[config.mk]
export PLATFORM = sky130hd
export DESIGN_NAME = mdu
export DESIGN_NICKNAME = d
export VERILOG_FILES = /design/src/rtl/mdu_pkg.sv /design/src/rtl/mdu_div_step.sv /design/src/rtl/mdu.sv
export SDC_FILE = /design/constraint.sdc
export NUM_CORES = 1
export LEC_CHECK = 0
export BUFFER_PORTS_ARGS = -buffer_cell sky130_fd_sc_hd__buf_2
export CAP_MARGIN = 20
export CELL_PAD_IN_SITES_DETAIL_PLACEMENT = 1
export CELL_PAD_IN_SITES_GLOBAL_PLACEMENT = 1
export CORE_MARGIN = 4
export CORE_UTILIZATION = 45
export CTS_BUF_LIST = sky130_fd_sc_hd__clkbuf_16
export DETAILED_ROUTE_END_ITERATION = 16
export GPL_TIMING_DRIVEN = 0
export PLACE_DENSITY = 0.82
export SLEW_MARGIN = 20
export SYNTH_ARGS = -nofsm -noshare
export SYNTH_HDL_FRONTEND = slang
export SYNTH_SLANG_ARGS = --single-unit
[constraint.sdc]
create_clock -name clk -period 6.75 [get_ports clk]
set_input_delay 0.3375 -clock clk [delete_from_list [all_inputs] [get_ports clk]]
set_output_delay 0.3375 -clock clk [all_outputs]
set_load 0.01 [all_outputs]
[src/rtl/mdu_pkg.sv]
// mdu_pkg: op and state encodings shared by the multiply/divide unit
package mdu_pkg;
    typedef enum logic [2:0] {
        MDU_MUL, MDU_MULH, MDU_MULHSU, MDU_MULHU,
        MDU_DIV, MDU_DIVU, MDU_REM, MDU_REMU
    } t_mdu_op;

    typedef enum logic [1:0] {MDU_IDLE, MDU_BUSY, MDU_DONE} t_mdu_state;
endpackage

[src/rtl/mdu_div_step.sv]
// mdu_div_step: one restoring-division step on unsigned magnitudes
module mdu_div_step #(
    parameter int XLEN = 32
) (
    input  logic [XLEN-1:0] rem,
    input  logic            next_bit,
    input  logic [XLEN-1:0] divisor,
    output logic [XLEN-1:0] new_rem,
    output logic            quot_bit
);
    logic [XLEN:0] shifted, diff;

    assign shifted  = {rem, next_bit};
    assign diff     = shifted - {1'b0, divisor};
    // rem < divisor on entry, so a non-negative difference always fits in XLEN bits
    assign quot_bit = !diff[XLEN];
    assign new_rem  = quot_bit ? diff[XLEN-1:0] : shifted[XLEN-1:0];
endmodule

[src/rtl/mdu.sv]
// mdu: iterative RV32M multiply/divide unit; MDU_FAST_MUL_EN selects a single-cycle multiplier
module mdu
    import mdu_pkg::*;
#(
    parameter int XLEN = 32
) (
    input  logic            clk,
    input  logic            rst,
    input  logic            in_valid,
    output logic            in_ready,
    input  logic [2:0]      mdu_op,
    input  logic [XLEN-1:0] mdu_in1,
    input  logic [XLEN-1:0] mdu_in2,
    output logic            out_valid,
    input  logic            out_ready,
    output logic [XLEN-1:0] mdu_out,
    output logic            busy
);
    localparam int CW = $clog2(XLEN);

    t_mdu_state        state, state_nxt;
    t_mdu_op           op, op_in;
    logic [CW-1:0]     cnt;
    logic [XLEN-1:0]   d, mag1, mag2, rem_nxt, result, fast_res;
    logic [2*XLEN-1:0] prod, prod_nxt, w, ws;
    logic [XLEN:0]     sum;
    logic              neg, neg_in, s1, s2, q_bit, accept, fast;

    assign op_in  = t_mdu_op'(mdu_op);
    assign accept = in_valid && in_ready;
    assign s1     = mdu_in1[XLEN-1] && (op_in inside {MDU_MULH, MDU_MULHSU, MDU_DIV, MDU_REM});
    assign s2     = mdu_in2[XLEN-1] && (op_in inside {MDU_MULH, MDU_DIV, MDU_REM});
    assign mag1   = s1 ? -mdu_in1 : mdu_in1;
    assign mag2   = s2 ? -mdu_in2 : mdu_in2;
    // a zero divisor keeps the all-ones quotient un-negated
    assign neg_in = (op_in == MDU_MULH) ? s1 ^ s2 :
                    (op_in == MDU_MULHSU || op_in == MDU_REM) ? s1 :
                    (op_in == MDU_DIV) ? (s1 ^ s2) && |mdu_in2 : 1'b0;

`ifdef MDU_FAST_MUL_EN
    logic [2*XLEN-1:0] fast_p;
    assign fast_p   = {{XLEN{s1}}, mdu_in1} * {{XLEN{s2}}, mdu_in2};
    assign fast     = !op_in[2];
    assign fast_res = (op_in == MDU_MUL) ? fast_p[XLEN-1:0] : fast_p[2*XLEN-1:XLEN];
`else
    assign fast     = 1'b0;
    assign fast_res = '0;
`endif

    mdu_div_step #(.XLEN(XLEN)) u_step (
        .rem      (prod[2*XLEN-1:XLEN]),
        .next_bit (prod[XLEN-1]),
        .divisor  (d),
        .new_rem  (rem_nxt),
        .quot_bit (q_bit)
    );

    // multiply: shift-add right into the high half; divide: {remainder, dividend/quotient}
    assign sum      = {1'b0, prod[2*XLEN-1:XLEN]} + (prod[0] ? {1'b0, d} : '0);
    assign prod_nxt = op[2] ? {rem_nxt, prod[XLEN-2:0], q_bit} : {sum, prod[XLEN-1:1]};
    assign w        = op[2] ? {op[1] ? prod_nxt[2*XLEN-1:XLEN] : prod_nxt[XLEN-1:0], {XLEN{1'b0}}}
                            : prod_nxt;
    assign ws       = neg ? -w : w;
    assign result   = (op == MDU_MUL) ? ws[XLEN-1:0] : ws[2*XLEN-1:XLEN];

    always_comb begin
        in_ready  = state == MDU_IDLE;
        out_valid = state == MDU_DONE;
        busy      = !in_ready;
        state_nxt = (state == MDU_IDLE) ? (in_valid ? (fast ? MDU_DONE : MDU_BUSY) : MDU_IDLE) :
                    (state == MDU_BUSY) ? (cnt == '0 ? MDU_DONE : MDU_BUSY) :
                    (out_ready ? MDU_IDLE : MDU_DONE);
    end

    always_ff @(posedge clk) begin
        if (rst) begin
            state   <= MDU_IDLE;
            cnt     <= '0;
            op      <= MDU_MUL;
            neg     <= 1'b0;
            d       <= '0;
            prod    <= '0;
            mdu_out <= '0;
        end else begin
            state <= state_nxt;
            if (accept) begin
                cnt  <= CW'(XLEN - 1);
                op   <= op_in;
                neg  <= neg_in;
                d    <= op_in[2] ? mag2 : mag1;
                prod <= {{XLEN{1'b0}}, op_in[2] ? mag1 : mag2};
                if (fast) mdu_out <= fast_res;
            end else if (state == MDU_BUSY) begin
                cnt  <= cnt - 1'b1;
                prod <= prod_nxt;
                if (cnt == '0) mdu_out <= result;
            end
        end
    end
endmodule

== Yosys cells after proc, flatten, opt, wreduce, memory -nomap -nowiden ==
Cells that the tools add are included.
W data, S select, Z words.

* Add/sub/neg operators: 6
* Eq/ne operators: 6
* Multiplexer cells: 23
* Bitwise operators: 2
* Reduce and logical (&&, ||, !) cells: 16

{| class="wikitable"
|+ Operator list
! kind !! number
|-
| $mux W32 || 10
|-
| $mux W64 || 3
|-
| $neg A32 Y32 || 2
|-
| $neg A64 Y64 || 1
|-
| $add A32 B32 Y33 || 1
|-
| $sub A33 B32 Y33 || 1
|-
| $reduce_or A32 Y1 || 1
|-
| $mux W5 || 2
|-
| $mux W2 || 4
|-
| $eq A3 B3 Y1 const B || 2
|-
| $logic_not A5 Y1 || 1
|-
| $sub A5 B1 Y5 const B || 1
|-
| $logic_and A1 B1 Y1 || 4
|-
| $mux W1 || 4
|-
| $reduce_bool A4 Y1 || 1
|-
| $eq A3 B1 Y1 const B || 1
|-
| $eq A3 B2 Y1 const B || 1
|-
| $logic_not A3 Y1 || 1
|-
| $reduce_and A3 Y1 || 1
|-
| $reduce_bool A3 Y1 || 1
|-
| $eq A2 B1 Y1 const B || 1
|-
| $eq A2 B2 Y1 const B || 1
|-
| $logic_not A1 Y1 || 2
|-
| $logic_not A2 Y1 || 1
|-
| 5 further kinds || 5
|}

* Bits in registers: 139
* Input bits: 71
* Output and inout bits: 35
* Word-level logic and storage cells: 61

== Depth between registers and ports, before layout ==
* Depth in word-level cells: 8
* Depth in mapped cells: 19
* Gate-level depth less buffers: 15

== Hierarchy ==
A second synthesis with hierarchy kept.

* Cell total of the unflattened synthesis: 2206
* Area, all modules: 15627.5 um2

{| class="wikitable"
|+ By module, submodules not included
! module !! instances !! cells an instance !! area each (um2) !! seq. area each (um2)
|-
| mdu || 1 || 1901 || 13269.0 || 2782.7
|-
| mdu_div_step || 1 || 305 || 2358.5 || 0.0
|}

== Worst setup path after synthesis ==
Ideal clock, no wire load.

* Path type: flip-flop to flip-flop
* Start: register prod[0]
* End: register mdu_out[31]
* Setup time: 0.069 ns
* Arrival time: 4.663 ns
* Required time: 6.681 ns
* Slack: 2.018 ns
* Stages on the path, launching flop included: 18
* Path buffers: 2
* Period minus slack after synthesis: 4.732 ns
* Cell sequence: dfxtp_1 clkbuf_1 and2_1 ha_1 fa_1 a21o_1 a221o_2 a31oi_4 xor2_1 nor2_1 a211o_1 or4b_1 a211o_1 or4_4 buf_6 nor4_2 mux2_1 o21ai_1

* Longest elaborated chain between the ends: 8

{| class="wikitable"
|+ RTL lines
! element !! RTL line !! source
|-
| from (decl) || mdu.sv:25 || <nowiki>logic [2*XLEN-1:0] prod, prod_nxt, w, ws;</nowiki>
|-
| from (signal assigned) || mdu.sv:91 || <nowiki>prod <= {{XLEN{1'b0}}, op_in[2] ? mag1 : mag2};</nowiki>
|-
| from (signal assigned) || mdu.sv:95 || <nowiki>prod <= prod_nxt;</nowiki>
|-
| $mux W32 || mdu.sv:59 || <nowiki>assign sum = {1'b0, prod[2*XLEN-1:XLEN]} + (prod[0] ? {1'b0, d} : '0);</nowiki>
|-
| $add A32 B32 Y33 || mdu.sv:59 ||
|-
| $mux W64 * || mdu.sv:60 || <nowiki>assign prod_nxt = op[2] ? {rem_nxt, prod[XLEN-2:0], q_bit} : {sum, prod[XLEN-1:1]};</nowiki>
|-
| $mux W32 || mdu.sv:61 || <nowiki>assign w = op[2] ? {op[1] ? prod_nxt[2*XLEN-1:XLEN] : prod_nxt[XLEN-1:0], {XLEN{1'b0}}}</nowiki>
|-
| $mux W64 * || mdu.sv:61 ||
|-
| $neg A64 Y64 || mdu.sv:63 || <nowiki>assign ws = neg ? -w : w;</nowiki>
|-
| $mux W64 * || mdu.sv:63 ||
|-
| $mux W32 * || mdu.sv:64 || <nowiki>assign result = (op == MDU_MUL) ? ws[XLEN-1:0] : ws[2*XLEN-1:XLEN];</nowiki>
|-
| to (signal assigned) || mdu.sv:92 || <nowiki>if (fast) mdu_out <= fast_res;</nowiki>
|-
| to (signal assigned) || mdu.sv:96 || <nowiki>if (cnt == '0) mdu_out <= result;</nowiki>
|-
| to (decl) || mdu.sv:16 || <nowiki>output logic [XLEN-1:0] mdu_out,</nowiki>
|}

Every way passes the cells marked *; elsewhere a longest branch is shown, timed or not.
A chain may end at the register's enable or synchronous reset.

== Worst setup path after layout ==
* Start: register op[2]
* End: register prod[30]

* Longest elaborated chain between the ends: 3

{| class="wikitable"
|+ RTL lines
! element !! RTL line !! source
|-
| from (decl) || mdu.sv:22 || <nowiki>t_mdu_op op, op_in;</nowiki>
|-
| from (signal assigned) || mdu.sv:88 || <nowiki>op <= op_in;</nowiki>
|-
| $mux W64 || mdu.sv:60 ||
|-
| $mux W32 || mdu.sv:93 || <nowiki>end else if (state == MDU_BUSY) begin</nowiki>
|-
| $mux W32 || mdu.sv:86 || <nowiki>if (accept) begin</nowiki>
|}

Every way passes these cells. The select of a mux whose other input is x is not followed.

==> key figures <==
CTS
  – Root Driver: clkbuf_16
  – CTS H-tree lvls: 4
  – Deepest clock path buffer count: 2
  – Worst-Skew Late Latency: 0.47 ns
  – CTS Buf Count: 17
  – Post-CTS Setup Inserts: 0
  – Clock slew at reported path FFs: 0.07 ns
  – TritonCTS Sinks: 139
  – CTS tree: built

Logic synthesis
  – Top-area cell type share of the netlist area: 0.178
  – Commonest cells post-synth: nand2_1, a21oi_1, nor2_1
  – Cell Area, Synth: 15,600 µm²
  – Synth Instances: 2,266
  – Top post-synthesis cells by area: dfxtp_1, a21oi_1, nand2_1
  – Synth Flop Type: dfxtp_1
  – Mapped Nets: 2,408
  – Mapped Avg Cell Area: about 6.9 µm²
  – EDFF count, synth: 0
  – Share of async-settable or async-resettable flops after synthesis: 0
  – Most frequent cell after synthesis: nand2_1
  – Yosys top cell by area: dfxtp_1
  – Yosys warns: 0
  – Post-synth cell types: 99
  – Synth Register Bits: 139
  – Sequential cell area fraction in the yosys report: 0.178

Layout
  – P&R area growth vs syn: 10.9%
  – Layout cell share with drive strength beyond 1: 0.0924
  – Final net count: 2,532
  – Layout Cells excl Fill: 2,862
  – Number of fill cells: 4,580
  – Post-layout util: 0.504

Placed design
  – Port Buffers: about 110
  – Dpl ws: 0.401 ns
  – Placed Cells: 2,826
  – GPL Wtd Cong: 1.06
  – Dpl hpwl: around 66,000 µm

Critical path
  – Crit path arrival time: around 7 ns
  – CP endpoint kind: register
  – Startpoint type of the worst setup path: register
  – Setup CP Type: reg -> reg
  – Worst EP required: 7.15 ns
  – Crit Path Max Fanout: 10

Drt
  – Post-DRT Antenna Nets: 0
  – Top sig layer: met5
  – DR vias/cell: roughly 6.8
  – Final Routed Wirelength: ~80,000 µm
  – Metal3 WL: just over 7000 µm
  – Iter 0 DRT Violations: 2,027
  – Routed wl met2: 36,000 µm
  – Routed len/inst: about 28 µm
  – M1 wire length: 31,600 µm
  – Vias: 19,485
  – # DRC: 0
  – Drt first pass iters: 5

Global routing
  – Total Routing Usage GR: 0.416
  – Initial antenna violation count: 3
  – GR Overflow Total: 0
  – First-pass GRT wire length: 122,000 µm
  – Vias in the first global route: between 15,000 and 20,000
  – Pin count of the biggest net entering global routing: 17

Timing
  – Max Transition Viols Final: 0
  – Final hold vios: 0
  – Crit share post-route: 0.988
  – Period minus WS final: 6.67 ns
  – Least-Margin Pin Slew: 1.18 ns
  – FMAX: 0.150 GHz
  – Setup TNS: 0 ns
  – Final worst slack: 0.0788 ns
  – Setup violations, final: 0
  – RSZ-0062 raised after global routing: false
  – Worst clock skew: 0.0160 ns
  – Max_slew headroom: 0.209

Die
  – Die H: 194 µm
  – Starting Density: 0.455
  – Std-Cell Rows: 68
  – Placeable core area: 34,400 µm²
  – Ports: around 110
  – Die area: between 30,000 and 40,000 µm²
  – DIE WIDTH: 194 µm

Power and ir drop
  – Pleak: between 0.006 and 0.007 µW
  – Worst VDD drop: 0.000210 V
  – Total chip power: 3930 µW
  – Power Density: 227 nW/µm²

Status
  – Status: finished clean

Min path
  – Hold WC Path Type: in -> reg

Flow run
  – Max-cap viol count: 0
==> final cells by class <==
cell class                 count  area [µm²]  area share
timing repair buffer         105         526      0.0303
tap                          455         569      0.0328
antenna                        4        10.0    0.000577
inverter                      60         225      0.0130
clock inverter                15         161     0.00931
multi-input combinational   1896       11900       0.684
buffer                       171         773      0.0446
sequential                   139        2780       0.160
clock buffer                  17         425      0.0245
==> state kept, by name, indices dropped and copies added (netlist names) <==
register  cells
d            32
op            3
state         2
mdu_out      32
prod         64
cnt           5
neg           1
==> layer usage <==
layer  track usage  vias up
met5             0        -
met4         0.268        2
met3        0.0934      343
met2         0.664     1050
met1         0.504     9476
li1              -     8614
==> per-stage QoR <==
stage	instance area, µm²	hold slack [ns]
floorplan	15600	0.440
global placement	16700	0.431
detailed placement	16700	0.444
CTS	17300	0.129
global route	17300	0.152
finish	17300	0.132
==> worst max-delay path, cell delays in order (launching register included) <==
cell and delay [ns]:
dfxtp_1 0.32, clkbuf_8 0.20, clkbuf_1 0.74, clkbuf_1 0.82, clkbuf_1 0.69, clkbuf_1 0.59
clkbuf_1 0.68, clkbuf_1 0.57, buf_1 0.59, clkbuf_1 0.70, nand2_1 0.12, o211ai_1 0.19
o211ai_1 0.18, a21oi_1 0.17
==> final timing paths <==
kind / from / endpoint / slack (ns) / cells after the start
hold reg to reg: mdu_out[31] / mdu_out[31] / 0.45 / 2
setup / recovery: op[2] / prod[30] / 0.08 / 13
hold / removal: out_ready / state[1] / 0.13 / 3
setup reg to reg: op[2] / prod[30] / 0.08 / 13
==> cells in the final DEF, fill, tap and decap left out, types with 37 or more instances in the layout <==
cell type  netlist  final
nand2_1        276    276
a21oi_1        246    246
nor2_1         201    201
o21ai_0        145    145
dfxtp_1        139    139
clkbuf_1       125    124
buf_2           10    115
o211ai_1       104    104
ha_1            69     69
nor3_1          66     65
xnor2_1         64     64
inv_1           58     58
xor2_1          57     57
and2_1          52     52
mux2i_1         43     43
nand3_1         39     39
a211oi_1        37     37
==> logic make-up after synthesis <==
logic type,count (synthesis),share of synthesized area
AND/OR/NAND/NOR,839,0.259
AO/OA/AOI/OAI,813,0.339
buffers and inverters,231,0.0638
flip-flops,139,0.178
XOR/XNOR,121,0.0678
adder cells (fa/ha/maj),71,0.0578
multiplexers,52,0.0340
==> power by group <==
group | leakage [µW] | internal [µW] | switching [µW]
sequential | 0.00114 | 891 | 102
clock | 0.000290 | 550 | 454
combinational | 0.00535 | 603 | 1340
==> repair_timing <==
item	CTS	global route
setup endpoints to repair	0	4
hold buffers	0	0
resized for setup	0	2
No activity file was read; power rests on OpenSTA's default activity.
